<file path="src/rtl/mx_pkg.sv">
// Shared constants and state type for the MX shared-scale decode path.
package mx_pkg;

  localparam int MX_SCALE_W    = 8;
  localparam int MX_SCALE_BIAS = 127;

  // E8M0 reserves the all-ones encoding for NaN
  localparam logic [MX_SCALE_W-1:0] E8M0_NAN = '1;

  typedef enum logic {
    IDLE   = 1'b0,
    STREAM = 1'b1
  } mx_state_e;

endpackage

</file>
<file path="src/rtl/mx_exp_restore.sv">
// Restores one element's absolute exponent from its field and the block scale.
// Zero fields, underflow and overflow are clamped into the output range.
module mx_exp_restore
  import mx_pkg::*;
#(
  parameter int scale_width = MX_SCALE_W,
  parameter int scale_bias  = MX_SCALE_BIAS,
  parameter int elem_width  = 4,
  parameter int out_width   = 8
) (
  input  logic [elem_width-1:0]  i_elem,
  input  logic [scale_width-1:0] i_scale,
  output logic [out_width-1:0]   o_exp
);

  localparam int SUM_W   = ((scale_width > elem_width) ? scale_width : elem_width) + 2;
  localparam int OUT_MAX = (1 << out_width) - 1;

  function automatic logic [out_width-1:0] clamp_exp(input logic signed [SUM_W-1:0] s);
    int sx;
    sx = int'(s);
    if (sx <= 0)            return '0;
    else if (sx > OUT_MAX)  return '1;
    else                    return out_width'(sx);
  endfunction

  logic signed [SUM_W-1:0] sum;

  always_comb begin
    sum   = $signed(SUM_W'(i_elem)) + $signed(SUM_W'(i_scale)) - $signed(SUM_W'(scale_bias));
    // a zero field encodes zero/subnormal and must stay zero whatever the scale
    o_exp = (i_elem == '0) ? '0 : clamp_exp(sum);
  end

endmodule

</file>
<file path="src/rtl/mx_scale_expand.sv">
// MX block decoder: buffers one block and streams restored exponents lanes per beat.
// Optional macro MX_NAN_SCALE_EN flags an all-ones (E8M0 NaN) scale and forces all-ones outputs.
module mx_scale_expand
  import mx_pkg::*;
#(
  parameter int scale_width = MX_SCALE_W,
  parameter int scale_bias  = MX_SCALE_BIAS,
  parameter int elem_width  = 4,
  parameter int out_width   = 8,
  parameter int length      = 32,
  parameter int lanes       = 4
) (
  input  logic                                i_clk,
  input  logic                                i_rst,
  input  logic                                i_valid,
  output logic                                o_ready,
  input  logic [scale_width-1:0]              i_scale,
  input  logic [length-1:0][elem_width-1:0]   i_exps,
  output logic                                o_valid,
  input  logic                                i_ready,
  output logic [lanes-1:0][out_width-1:0]     o_exps,
  output logic                                o_last,
  output logic                                o_nan
);

  localparam int            BEATS     = length / lanes;
  localparam int            BW        = (BEATS > 1) ? $clog2(BEATS) : 1;
  localparam logic [BW-1:0] LAST_BEAT = BW'(BEATS - 1);

  mx_state_e                                   state_q, state_d;
  logic [BW-1:0]                               beat_q, beat_d;
  logic [scale_width-1:0]                      scale_q, scale_d;
  logic [BEATS-1:0][lanes-1:0][elem_width-1:0] buf_q, buf_d;
  logic                                        is_last, ready, accept;
  logic [lanes-1:0][out_width-1:0]             restored;
  logic                                        nan_blk;

  always_comb begin
    state_d = state_q;
    beat_d  = beat_q;
    scale_d = scale_q;
    buf_d   = buf_q;
    is_last = (state_q == STREAM) && (beat_q == LAST_BEAT);
    // reloading on the last handshake keeps back-to-back blocks bubble-free
    ready   = (state_q == IDLE) || (is_last && i_ready);
    accept  = i_valid && ready;
    if (accept) begin
      state_d = STREAM;
      beat_d  = '0;
      scale_d = i_scale;
      buf_d   = i_exps;
    end else if ((state_q == STREAM) && i_ready) begin
      if (is_last) begin
        state_d = IDLE;
        beat_d  = '0;
      end else begin
        beat_d  = beat_q + BW'(1);
      end
    end
  end

  always_ff @(posedge i_clk) begin
    if (i_rst) begin
      state_q <= IDLE;
      beat_q  <= '0;
      scale_q <= '0;
      buf_q   <= '0;
    end else begin
      state_q <= state_d;
      beat_q  <= beat_d;
      scale_q <= scale_d;
      buf_q   <= buf_d;
    end
  end

  // registered buffer -> per-lane restore (no path from i_exps)
  for (genvar k = 0; k < lanes; k++) begin : g_lane
    mx_exp_restore #(
      .scale_width (scale_width),
      .scale_bias  (scale_bias),
      .elem_width  (elem_width),
      .out_width   (out_width)
    ) u_restore (
      .i_elem  (buf_q[beat_q][k]),
      .i_scale (scale_q),
      .o_exp   (restored[k])
    );
  end

`ifdef MX_NAN_SCALE_EN
  assign nan_blk = (scale_q == {scale_width{1'b1}});
`else
  assign nan_blk = 1'b0;
`endif

  always_comb begin
    o_ready = 1'b0;
    o_valid = 1'b0;
    o_last  = 1'b0;
    o_nan   = 1'b0;
    o_exps  = '0;
    if (!i_rst) begin
      o_ready = ready;
      o_valid = (state_q == STREAM);
      o_last  = is_last;
      if (state_q == STREAM) begin
        o_nan  = nan_blk;
        o_exps = nan_blk ? '1 : restored;
      end
    end
  end

endmodule

</file>
<file path="config.mk">
export PLATFORM = sky130hd
export DESIGN_NAME = mx_scale_expand
export DESIGN_NICKNAME = d
export VERILOG_FILES = /design/src/rtl/mx_pkg.sv /design/src/rtl/mx_exp_restore.sv /design/src/rtl/mx_scale_expand.sv
export SDC_FILE = /design/constraint.sdc
export NUM_CORES = 1
export LEC_CHECK = 0
export BUFFER_PORTS_ARGS = -buffer_cell sky130_fd_sc_hd__buf_2
export CORE_MARGIN = 2
export CORE_UTILIZATION = 50
export CTS_CLUSTER_DIAMETER = 80
export DETAILED_ROUTE_END_ITERATION = 6
export PLACE_DENSITY = 0.75
export SYNTH_ARGS = -nofsm -noshare
export SYNTH_HDL_FRONTEND = slang
export SYNTH_HIERARCHICAL = 1
export SYNTH_SLANG_ARGS = --single-unit
</file>
<file path="constraint.sdc">
create_clock -name i_clk -period 3.8 [get_ports i_clk]
set_input_delay 0.76 -clock i_clk [delete_from_list [all_inputs] [get_ports i_clk]]
set_output_delay 0.76 -clock i_clk [all_outputs]
set_load 0.01 [all_outputs]
</file>
==> run summary <==
Synth Cell Area: 0.008857 mm2
status: complete, but fails checks
Setup-failing EPs final: 32
synth unique cells: 49
worst-path cell chain: clkbuf_16, mux4_2, mux2_4, buf_6, fa_2, a21oi_2, nor2b_2, o21ai_2, nor3_1, a2111oi_2, and2_1, buf_2
LEAKAGE: 4.643 nW
Area Overhead vs Synth: 26.35%
final worst slack: -0.3169 ns
WL final: 21.46 mm
Worst R2R Path Depth: 8
Layout Utilization: 0.6470
power consumption: 0.003950 W
Worst-path clk slew: 0.06 ns
Post-synth top flop: dfxtp_1
Worst Path Max Fanout: 5
hold path start: buf_q[24]
# rows: 48
min cycle time layout: 4.117 ns
max_cap viols: 0
core area: 0.01730 mm2
Placer Congestion: 0.8732
DPL Wire Length: 14.62 mm
vias in the first global route: 6,441
Root Driver: clkbuf_16
net count after synthesis: 1,051
Synth Warn #: 6
Seq cells post-synth: 140
die height: 137.1 um
VDD IR-drop max: 0.3201 mV
max incr delay on CP: 0.53 ns
first-pass GRT wire length: 32.19 mm
Total GRT Usage: 0.2206
max-slew violations: 0
average routed wire per standard cell: 16.35 um
# nets final: 1,237
antenna violations before repair: 1
fraction of layout cells with a size suffix above 1: 0.3579
Critical Path End Type: primary output
Vias: 6,747
number of CTS-inserted buffers: 17
CP required: 3.04 ns
Critical Path Start Type: flip-flop
Seq/Total Area, Yosys: 0.3164
RR Endpoint: buf_q[62]
Die Area: 0.01880 mm2
Arrival @ worst endpoint: 3.36 ns
vias per inst: 5.139
Starting Density: 0.5121
H-tree Lvls: 4
r2r setup slk: 1.27 ns
Fmax: 242.9 MHz
First-pass DRT Iterations: 5
violated checks: setup timing
clk_lat worst skew: 0.42 ns
slew of the pin with the lowest slew margin: 0.7814 ns
Mapped Cells: 889
setup_tns: -8.368 ns
Die X: 137.1 um
Worst Hold Depth: 2
largest net degree at the start of global routing: 278
global route overflow: 0
Critical-path top delay cell: mux4_2
P per Cell Area: 353.0 mW/mm2
Routed Antenna Nets: 0
Post-synth EDFFs: 0
CTS sink count: 140
Buf/Inv on CP: 3
RSZ-0062 raised after global routing: yes
asr flop ratio synth: 0
Clock Skew: 0.01477 ns
# DRC: 0
syn_area_per_cell: 9.963 um2
critical path's top delay family: multiplexers
I/O pins: 176
critical path class: flip-flop to primary output
initial DRC count: 449
Max-slew headroom: 0.4783
Min-Delay Path Class: flip-flop to flip-flop
r2r startpoint: beat_q[1]
crit share post-route: 1.083
maximum buffer depth of the clock tree: 2
Hold Vio Cnt, Final: 0
WHS Endpoint: buf_q[24]
CTS tree: yes
IO Port Bufs: 174
==> worst max-delay path by stage <==
stage	from	end	depth (start not counted)
after floorplan	beat_q[0]	o_exps[23]	14
after global placement	beat_q[1]	o_exps[23]	14
after detailed placement	beat_q[1]	o_exps[23]	14
after CTS	beat_q[0]	o_exps[0]	14
after global routing	beat_q[0]	o_exps[0]	14
final	beat_q[0]	o_exps[23]	12
==> state kept, by name, indices dropped and copies added (netlist names) <==
name and cells:
buf_q 128, scale_q 8, beat_q 3, state_q 1
==> cell type report <==
| type | count | area (um2) |
|---|---|---|
| Sequential cell | 140 | 2810 |
| Fill cell | 1342 | 6106 |
| Multi-Input combinational cell | 668 | 6033 |
| Timing Repair Buffer | 228 | 1419 |
| Clock inverter | 10 | 118.9 |
| Clock buffer | 21 | 450.4 |
| Antenna cell | 1 | 2.502 |
| Tap cell | 225 | 281.5 |
| Inverter | 20 | 75.07 |
==> layer usage <==
| layer | track usage | up-vias | part of all wire |
|---|---|---|---|
| met1 | 0.2876 | 3148 | 0.45 |
| li1 | - | 3389 | - |
| met4 | 0.06357 | 0 | 0.023 |
| met2 | 0.3715 | 178 | 0.49 |
| met3 | 0.04259 | 32 | 0.043 |
| met5 | 0 | - | 0 |
==> worst reg2reg max path, cell delays in order (launching register included) <==
cell and delay, ns:
dfxtp_4 0.39, buf_12 0.11, buf_4 0.15, ha_1 0.16, ha_1 0.23, a21boi_2 0.12
nor2b_4 0.58, buf_4 0.46, mux2i_1 0.24
==> cells by family after synthesis <==
| logic type | after synthesis | share of synthesized area |
|---|---|---|
| and+or+nand+nor | 385 | 0.2650 |
| muxes | 186 | 0.2666 |
| DFF | 140 | 0.3164 |
| buffers and inverters | 81 | 0.05438 |
| AOI/OAI and AO/OA | 62 | 0.05085 |
| adders and majority gates | 22 | 0.03447 |
| xor gates and xnor gates | 12 | 0.01187 |
| other | 1 | 0.0004234 |
==> metrics by stage <==
stage                     hold WS [ns]  instances  setup slack (ns)  instance area, um2
final                           0.4689       1313           -0.3169               11190
after global routing            0.4868       1312           -0.4759               11190
after CTS                       0.4707       1302           -0.3016               10760
after detailed placement        0.4583       1255          -0.04656                9901
after global placement          0.4553       1255           0.02385                9901
after floorplan                 0.4439        889           0.04388                8857
==> synth_stat cells, drive strengths merged (18+ instances only) <==
master | n | area [um2]
nand2b | 277 | 1733
a21oi | 26 | 141.4
mux2i | 138 | 1381
dfxtp | 140 | 2803
inv | 20 | 75.07
nor2 | 21 | 78.83
clkbuf | 34 | 127.6
ha | 18 | 225.2
mux4 | 32 | 758.2
and2 | 36 | 225.2
buf | 27 | 279.0
==> cell usage in the layout (no fill, tap or decap), types with 9 or more instances in the layout <==
master       n
nand2b_1   277
buf_2      173
mux2i_1    138
dfxtp_1    138
buf_4       41
and2_1      35
mux4_2      24
clkbuf_16   18
a21oi_2     16
nor2_1      15
mux2_4      14
ha_4        13
inv_1       12
nand2_1      9
==> power by group <==
part	leakage (nW)	internal (W)	switching, W
Combinational	3.23	0.000384	0.000343
Clock	0.257	0.000978	0.000620
Sequential	1.15	0.00156	0.0000650
Total	4.64	0.00292	0.00103
==> repair_timing <==
action / CTS / global route
pin swaps: 24 / 38
hold buffers: 0 / 0
resized for setup: 44 / 64
cloned: 0 / 1
setup endpoints to repair: 32 / 32
setup buffers: 16 / 9
(Power assumes the default switching activity.)
